File: src/rtl/can_tx_framer.sv
// can_tx_framer: serialises a CAN 2.0A base data frame (SOF..IFS) with CRC-15 and bit stuffing.
// Optional: define CAN_TX_ACK_CHECK_EN to sample can_rx in the ACK slot and pulse ack_err on a missing ACK.
module can_tx_framer #(
  parameter int BIT_DIV   = 4,
  parameter int MAX_BYTES = 2
) (
  input  logic        clk,
  input  logic        rst_n,
  input  logic        tx_start,
  input  logic [10:0] tx_id,
  input  logic [7:0]  tx_len,
  input  logic [7:0]  tx_data0,
  input  logic [7:0]  tx_data1,
  input  logic        can_rx,
  output logic        can_tx,
  output logic        tx_busy,
  output logic        tx_done,
  output logic        ack_err
);

  localparam int              DW       = $clog2(BIT_DIV);
  localparam logic [DW-1:0]   DIV_LAST = DW'(BIT_DIV - 1);
  localparam logic [3:0]      MAX_DLC  = 4'(MAX_BYTES);
  localparam logic [14:0]     CRC_POLY = 15'h4599;

  typedef enum logic [3:0] {
    ST_IDLE, ST_SOF, ST_ARB, ST_CTRL, ST_DATA, ST_CRC,
    ST_CRC_DEL, ST_ACK, ST_ACK_DEL, ST_EOF, ST_IFS
  } state_t;

  state_t        r_state, w_state_next;
  logic [DW-1:0] r_div;
  logic [3:0]    r_bit_cnt;
  logic [10:0]   r_id;
  logic [3:0]    r_dlc;
  logic [15:0]   r_data;
  logic [14:0]   r_crc;
  logic [2:0]    r_run;
  logic          r_last;
  logic          r_stuff;

  logic          w_tick;
  logic          w_bit;
  logic          w_field_end;
  logic          w_crc_zone;
  logic          w_stuff_zone;
  logic [3:0]    w_field_last;
  logic [11:0]   w_arb;
  logic [5:0]    w_ctrl;
  logic [2:0]    w_run_next;
  logic [14:0]   w_crc_next;

  assign w_tick       = (r_div == DIV_LAST);
  assign w_arb        = {r_id, 1'b0};
  assign w_ctrl       = {2'b00, r_dlc};
  assign w_crc_zone   = r_state inside {ST_SOF, ST_ARB, ST_CTRL, ST_DATA};
  assign w_stuff_zone = w_crc_zone || (r_state == ST_CRC);

  // NOTE: combinational blocks assign every output a default first so no path infers a latch.
  always_comb begin
    w_bit        = 1'b1;
    w_field_last = 4'd0;
    case (r_state)
      ST_SOF:  w_bit = 1'b0;
      ST_ARB:  begin w_bit = w_arb[4'd11 - r_bit_cnt];       w_field_last = 4'd11; end
      ST_CTRL: begin w_bit = w_ctrl[3'd5 - r_bit_cnt[2:0]];  w_field_last = 4'd5;  end
      // DATA is only entered with one or two bytes, so the last index is 7 or 15.
      ST_DATA: begin w_bit = r_data[4'd15 - r_bit_cnt];      w_field_last = {r_dlc[1], 3'b111}; end
      ST_CRC:  begin w_bit = r_crc[4'd14 - r_bit_cnt];       w_field_last = 4'd14; end
      ST_EOF:  w_field_last = 4'd6;
      ST_IFS:  w_field_last = 4'd2;
      default: ;
    endcase
  end

  // A pending stuff bit occupies a full bit slot without advancing the field counter.
  assign w_field_end = w_tick && !r_stuff && (r_bit_cnt == w_field_last);
  assign can_tx      = r_stuff ? ~r_last : w_bit;
  assign tx_busy     = (r_state != ST_IDLE);
  assign tx_done     = (r_state == ST_IFS) && w_field_end;

  // NOTE: sequential state uses non-blocking assignments so every flop sees pre-edge values.
  always_ff @(posedge clk or negedge rst_n) begin
    if (!rst_n) r_state <= ST_IDLE;
    else        r_state <= w_state_next;
  end

  always_comb begin
    w_state_next = r_state;
    if (r_state == ST_IDLE) begin
      if (tx_start) w_state_next = ST_SOF;
    end else if (w_field_end) begin
      case (r_state)
        ST_SOF:     w_state_next = ST_ARB;
        ST_ARB:     w_state_next = ST_CTRL;
        ST_CTRL:    w_state_next = (r_dlc == 4'd0) ? ST_CRC : ST_DATA;
        ST_DATA:    w_state_next = ST_CRC;
        ST_CRC:     w_state_next = ST_CRC_DEL;
        ST_CRC_DEL: w_state_next = ST_ACK;
        ST_ACK:     w_state_next = ST_ACK_DEL;
        ST_ACK_DEL: w_state_next = ST_EOF;
        ST_EOF:     w_state_next = ST_IFS;
        default:    w_state_next = ST_IDLE;
      endcase
    end
  end

  assign w_run_next = (w_bit == r_last) ? r_run + 3'd1 : 3'd1;
  assign w_crc_next = {r_crc[13:0], 1'b0} ^ ((w_bit ^ r_crc[14]) ? CRC_POLY : 15'd0);

  // NOTE: no memories here, so every register takes the async reset and the bus releases at once.
  always_ff @(posedge clk or negedge rst_n) begin
    if (!rst_n) begin
      r_div     <= '0;
      r_bit_cnt <= 4'd0;
      r_id      <= 11'd0;
      r_dlc     <= 4'd0;
      r_data    <= 16'd0;
      r_crc     <= 15'd0;
      r_run     <= 3'd0;
      r_last    <= 1'b1;
      r_stuff   <= 1'b0;
    end else if (r_state == ST_IDLE) begin
      r_div     <= '0;
      r_bit_cnt <= 4'd0;
      r_crc     <= 15'd0;
      r_run     <= 3'd0;
      r_last    <= 1'b1;
      r_stuff   <= 1'b0;
      if (tx_start) begin
        r_id   <= tx_id;
        r_dlc  <= (tx_len > 8'(MAX_BYTES)) ? MAX_DLC : tx_len[3:0];
        r_data <= {tx_data0, tx_data1};
      end
    end else begin
      r_div <= w_tick ? '0 : r_div + DW'(1);
      if (w_tick) begin
        if (r_stuff) begin
          // The stuff bit starts the next run of identical bits.
          r_stuff <= 1'b0;
          r_last  <= ~r_last;
          r_run   <= 3'd1;
        end else begin
          r_last    <= w_bit;
          r_run     <= w_run_next;
          r_stuff   <= w_stuff_zone && (w_run_next == 3'd5);
          r_bit_cnt <= (r_bit_cnt == w_field_last) ? 4'd0 : r_bit_cnt + 4'd1;
          if (w_crc_zone) r_crc <= w_crc_next;
        end
      end
    end
  end

`ifdef CAN_TX_ACK_CHECK_EN
  localparam logic [DW-1:0] DIV_MID = DW'(BIT_DIV / 2);
  logic r_ack_miss;

  always_ff @(posedge clk or negedge rst_n) begin
    if (!rst_n)                                        r_ack_miss <= 1'b0;
    else if (r_state == ST_IDLE)                       r_ack_miss <= 1'b0;
    else if ((r_state == ST_ACK) && (r_div == DIV_MID)) r_ack_miss <= can_rx;
  end

  assign ack_err = r_ack_miss && (r_state == ST_ACK_DEL) && w_field_end;
`else
  logic w_unused_can_rx;
  assign w_unused_can_rx = can_rx;
  assign ack_err         = 1'b0;
`endif

endmodule

File: config.mk
export PLATFORM = sky130hd
export DESIGN_NAME = can_tx_framer
export DESIGN_NICKNAME = d
export VERILOG_FILES = /design/src/rtl/can_tx_framer.sv
export SDC_FILE = /design/constraint.sdc
export NUM_CORES = 1
export LEC_CHECK = 0
export BUFFER_PORTS_ARGS = -buffer_cell sky130_fd_sc_hd__buf_4
export CAP_MARGIN = 20
export CELL_PAD_IN_SITES_DETAIL_PLACEMENT = 2
export CELL_PAD_IN_SITES_GLOBAL_PLACEMENT = 2
export CORE_ASPECT_RATIO = 0.6
export CORE_UTILIZATION = 35
export DETAILED_ROUTE_END_ITERATION = 10
export GPL_TIMING_DRIVEN = 1
export PLACE_DENSITY_LB_ADDON = 0.12
export RECOVER_POWER = 50
export REMOVE_ABC_BUFFERS = 1
export SLEW_MARGIN = 25
export SYNTH_ARGS = -nofsm -noshare
export SYNTH_HDL_FRONTEND = slang
export SYNTH_SLANG_ARGS = --single-unit
File: constraint.sdc
create_clock -name clk -period 2.45 [get_ports clk]
set_clock_uncertainty 0.1 [all_clocks]
set_input_delay 0.245 -clock clk [delete_from_list [all_inputs] [get_ports clk]]
set_output_delay 0.245 -clock clk [all_outputs]
set_load 0.01 [all_outputs]
==> summary.txt <==
Logic synthesis
  – Top post-synthesis cells by area: dfrtp_1 45%, mux2_2 9.4%, mux4_2 4.7%, a22o_1 4.4%, xnor3_1 3.3%
  – Top cells by count, synth: 60 x dfrtp_1, 28 x mux2_2, 17 x a22o_1
  – Post-Syn Area: 3370 um^2
  – Post-synthesis instance total: 286
  – Syn. warnings: 0
  – FFs w/ async S/R, synth: 100%
  – Count leader, synth: dfrtp_1
  – Synth top area share: 44.6%
  – Dominant cell type by area after synthesis: dfrtp_1
  – Synth Area per Inst: 11.8 um^2
  – Yosys reg bits: 61
  – Ys flop type: dfrtp_1
  – EDFF count, synth: 0
  – Distinct cells, synth: 56
  – Sequential share of the synthesized area: 45.4%

Routing
  – DRC violations left: 0
  – Routed wl met2: 4490 um
  – Highest metal used: met4
  – Drt pass-1 iters: 4
  – Met3 wire len: 336 um
  – Final wirelength: 9990 um
  – Routed vias: 2654
  – Iter 0 DRT Violations: 88
  – Avg WL per Cell: 19.9 um
  – Antenna Violating Nets Remaining: 0
  – Mean number of vias per cell: 5.30
  – WL met1: 5080 um

Layout
  – Nets: 411
  – Final instance area: 4580 um^2
  – Register area: 1530 um^2
  – Area of the multi-input gates: 1850 um^2
  – # diodes: 0
  – Layout overhead on the synthesized area: 36.0%
  – Share of post-route cells with drive strength above 1: 46.1%
  – Fillers: 949

Setup path
  – Crit Path Max Fanout: 10
  – Crit path max-delay family: multiplexers
  – Critical R2R Launch: r_bit_cnt[0]
  – R2R setup slack: -0.29 ns
  – CP arrival: 2.46 ns
  – Crit. End Element: primary output
  – Crit path launch type: flip-flop
  – Critical Path RT: 2.11 ns
  – CP peak stage delay: 0.55 ns
  – Slowest-stage cell, CP: mux4_2
  – Worst path bufs/invs: 3
  – Worst R2R Path Depth: 9
  – Crit Path Class: flip-flop to primary output
  – Reg2Reg Capture Point: r_crc[7]
  – Crit-path cells: buf_12 -> mux4_2 -> o311ai_4 -> o21ai_2 -> nor4_2 -> buf_6 -> mux2i_4 -> buf_4

Floorplanning
  – Initial Utilization: 36.4%
  – Die ar.: 10000 um^2
  – # rows: 27
  – Die Wd: 129 um
  – Die H: 78.0 um
  – # IOs: 43
  – Core Box Area: 9260 um^2

STA
  – Period Utilization, post-route: 115%
  – Worst slew pin tran: 1.57 ns
  – Pins Over Slew Limit: 62
  – Final WS setup: -0.359 ns
  – RSZ-0062 raised after global routing: yes
  – Setup_tns: -3.24 ns
  – Hold WS: 0.0391 ns
  – Final setup fails: 16
  – F_max: 0.356 GHz
  – Final Critical Period: 2.81 ns
  – Headroom to the max-slew limit: -4.69%
  – Final hold viol count: 0

Min path
  – WHS Path Cells: 2
  – Worst Hold Endpoint: r_dlc[0]
  – Hold Startpoint: tx_len[0]
  – Hold Path Class: input pin to flip-flop

Flow run
  – Max cap viols: 1

Clocking
  – Total number of H-tree levels: 3
  – CTS tree: yes
  – CTS Buf Count: 9
  – Clock transition at the registers of the reported paths: 0.05 ns
  – Clock latency on the worst-skew pair: 0.33 ns
  – CTS Root Cell: clkbuf_16
  – Max Root-Sink Buffers: 2
  – Number of sinks on the clock net: 61

Global routing
  – Vias in the first global route: 2954
  – Total overflow reported by the global router: 0
  – Largest net degree at the start of global routing: 62
  – Initial antenna violation count: 0
  – GR Util All Layers: 21.9%
  – First-pass GRT wire length: 16200 um

Power and ir drop
  – Pwr per Cell Area: 503 nW/um^2
  – Int Power: 1.82 mW
  – Pleak: 2.17 nW
  – Comb power frac: 2.9%
  – Overall Power: 2.30 mW
  – Max VDD drop: 394 uV
  – Net Sw Power: 480 uW
  – Clock power frac: 53.3%
  – Reg power frac: 43.8%
  – Switching Share: 20.8%

Place
  – PortBufs: 40
  – Area of placed instances: 3990 um^2
  – Global placement routability congestion: 0.791
  – Pre-CTS setup slack: -0.263 ns
  – HPWL after DPL: 6690 um

Status
  – Status: finished, violations left
  – Failing checks: max-capacitance violations, max-slew violations, negative setup slack
-- flip-flops by register name, summed over array words and instances, names as in the netlist --
name,count
r_bit_cnt,4
r_id,11
r_dlc,4
r_state,4
r_last,1
r_div,2
r_run,3
r_data,16
r_stuff,1
r_crc,15
-- power groups by stage --
stage	clock [mW]	combinational [mW]	sequential, mW
4_1_cts	1.25	0.0703	1.01
2_1_floorplan	0	0.00189	1.03
6_report	1.23	0.0668	1.01
5_1_grt	1.29	0.0743	1.01
3_3_place_gp	0	0.0678	1.03
3_5_place_dp	0	0.0688	1.03
-- worst max path at each step --
stage / startpoint / slack, ns / endpoint / depth (start not counted)
CTS: r_bit_cnt[0] / -0.33 / can_tx / 9
global placement: r_bit_cnt[2] / -0.21 / r_state[0] / 10
detailed placement: r_bit_cnt[0] / -0.26 / r_crc[8] / 8
floorplan: r_bit_cnt[0] / -1.0 / r_last / 7
global route: r_state[1] / -0.47 / tx_done / 8
finish: r_bit_cnt[0] / -0.36 / can_tx / 8
-- logic make-up (layout without fill, tap and decap cells) --
kind of cell	Yosys count	count (layout)	synth area share, %
XOR/XNOR	12	12	5.39
AO/OA/AOI/OAI	59	59	13.7
adder cells (fa/ha/maj)	5	5	1.86
multiplexers	46	46	17.9
other	1	1	0.111
flip-flops	61	61	45.4
AND/OR/NAND/NOR	75	75	11.8
buffers and inverters	27	112	3.83
-- cell usage in the layout, fill, tap and decap left out, drive strengths merged, types with 10 or more instances in the layout --
cell type	instances
mux2i	10
a22o	17
clkbuf	11
o21ai	14
buf	90
nand2	14
nor2	14
mux2	28
dfrtp	60
-- metrics by stage --
| stage | std cells | util, % |
|---|---|---|
| 6_report | 501 | 49.5 |
| 3_3_place_gp | 466 | 43.1 |
| 2_1_floorplan | 264 | - |
| 3_5_place_dp | 466 | 43.1 |
| 5_1_grt | 501 | 49.5 |
| 4_1_cts | 497 | 48.7 |
-- metal layers --
metal  GRT usage [%]  vias to the layer above
met5               0                        -
met4            6.12                        0
met3            5.66                        7
met2            33.1                       38
met1            30.9                     1376
li1                -                     1233
-- repair_timing --
item | 4_1_cts | 5_1_grt
resized for setup | 25 | 13
pin swaps | 7 | 5
buffers inserted | 15 | 5
gates cloned | 0 | 0
hold endpoints to repair | 60 | 0
hold buffers | 1 | 0
endpoints found under the setup margin | 21 | 22
-- area by class of cell --
type                       instances  share of cell area [%]
multi-input combinational        198                    40.3
inverter                           5                   0.410
clock buffer                      10                    5.00
clock inverter                     5                    1.15
timing repair buffer              92                    16.1
tap                              130                    3.55
sequential                        61                    33.5
Note: power is estimated with default switching activity, not from simulation.
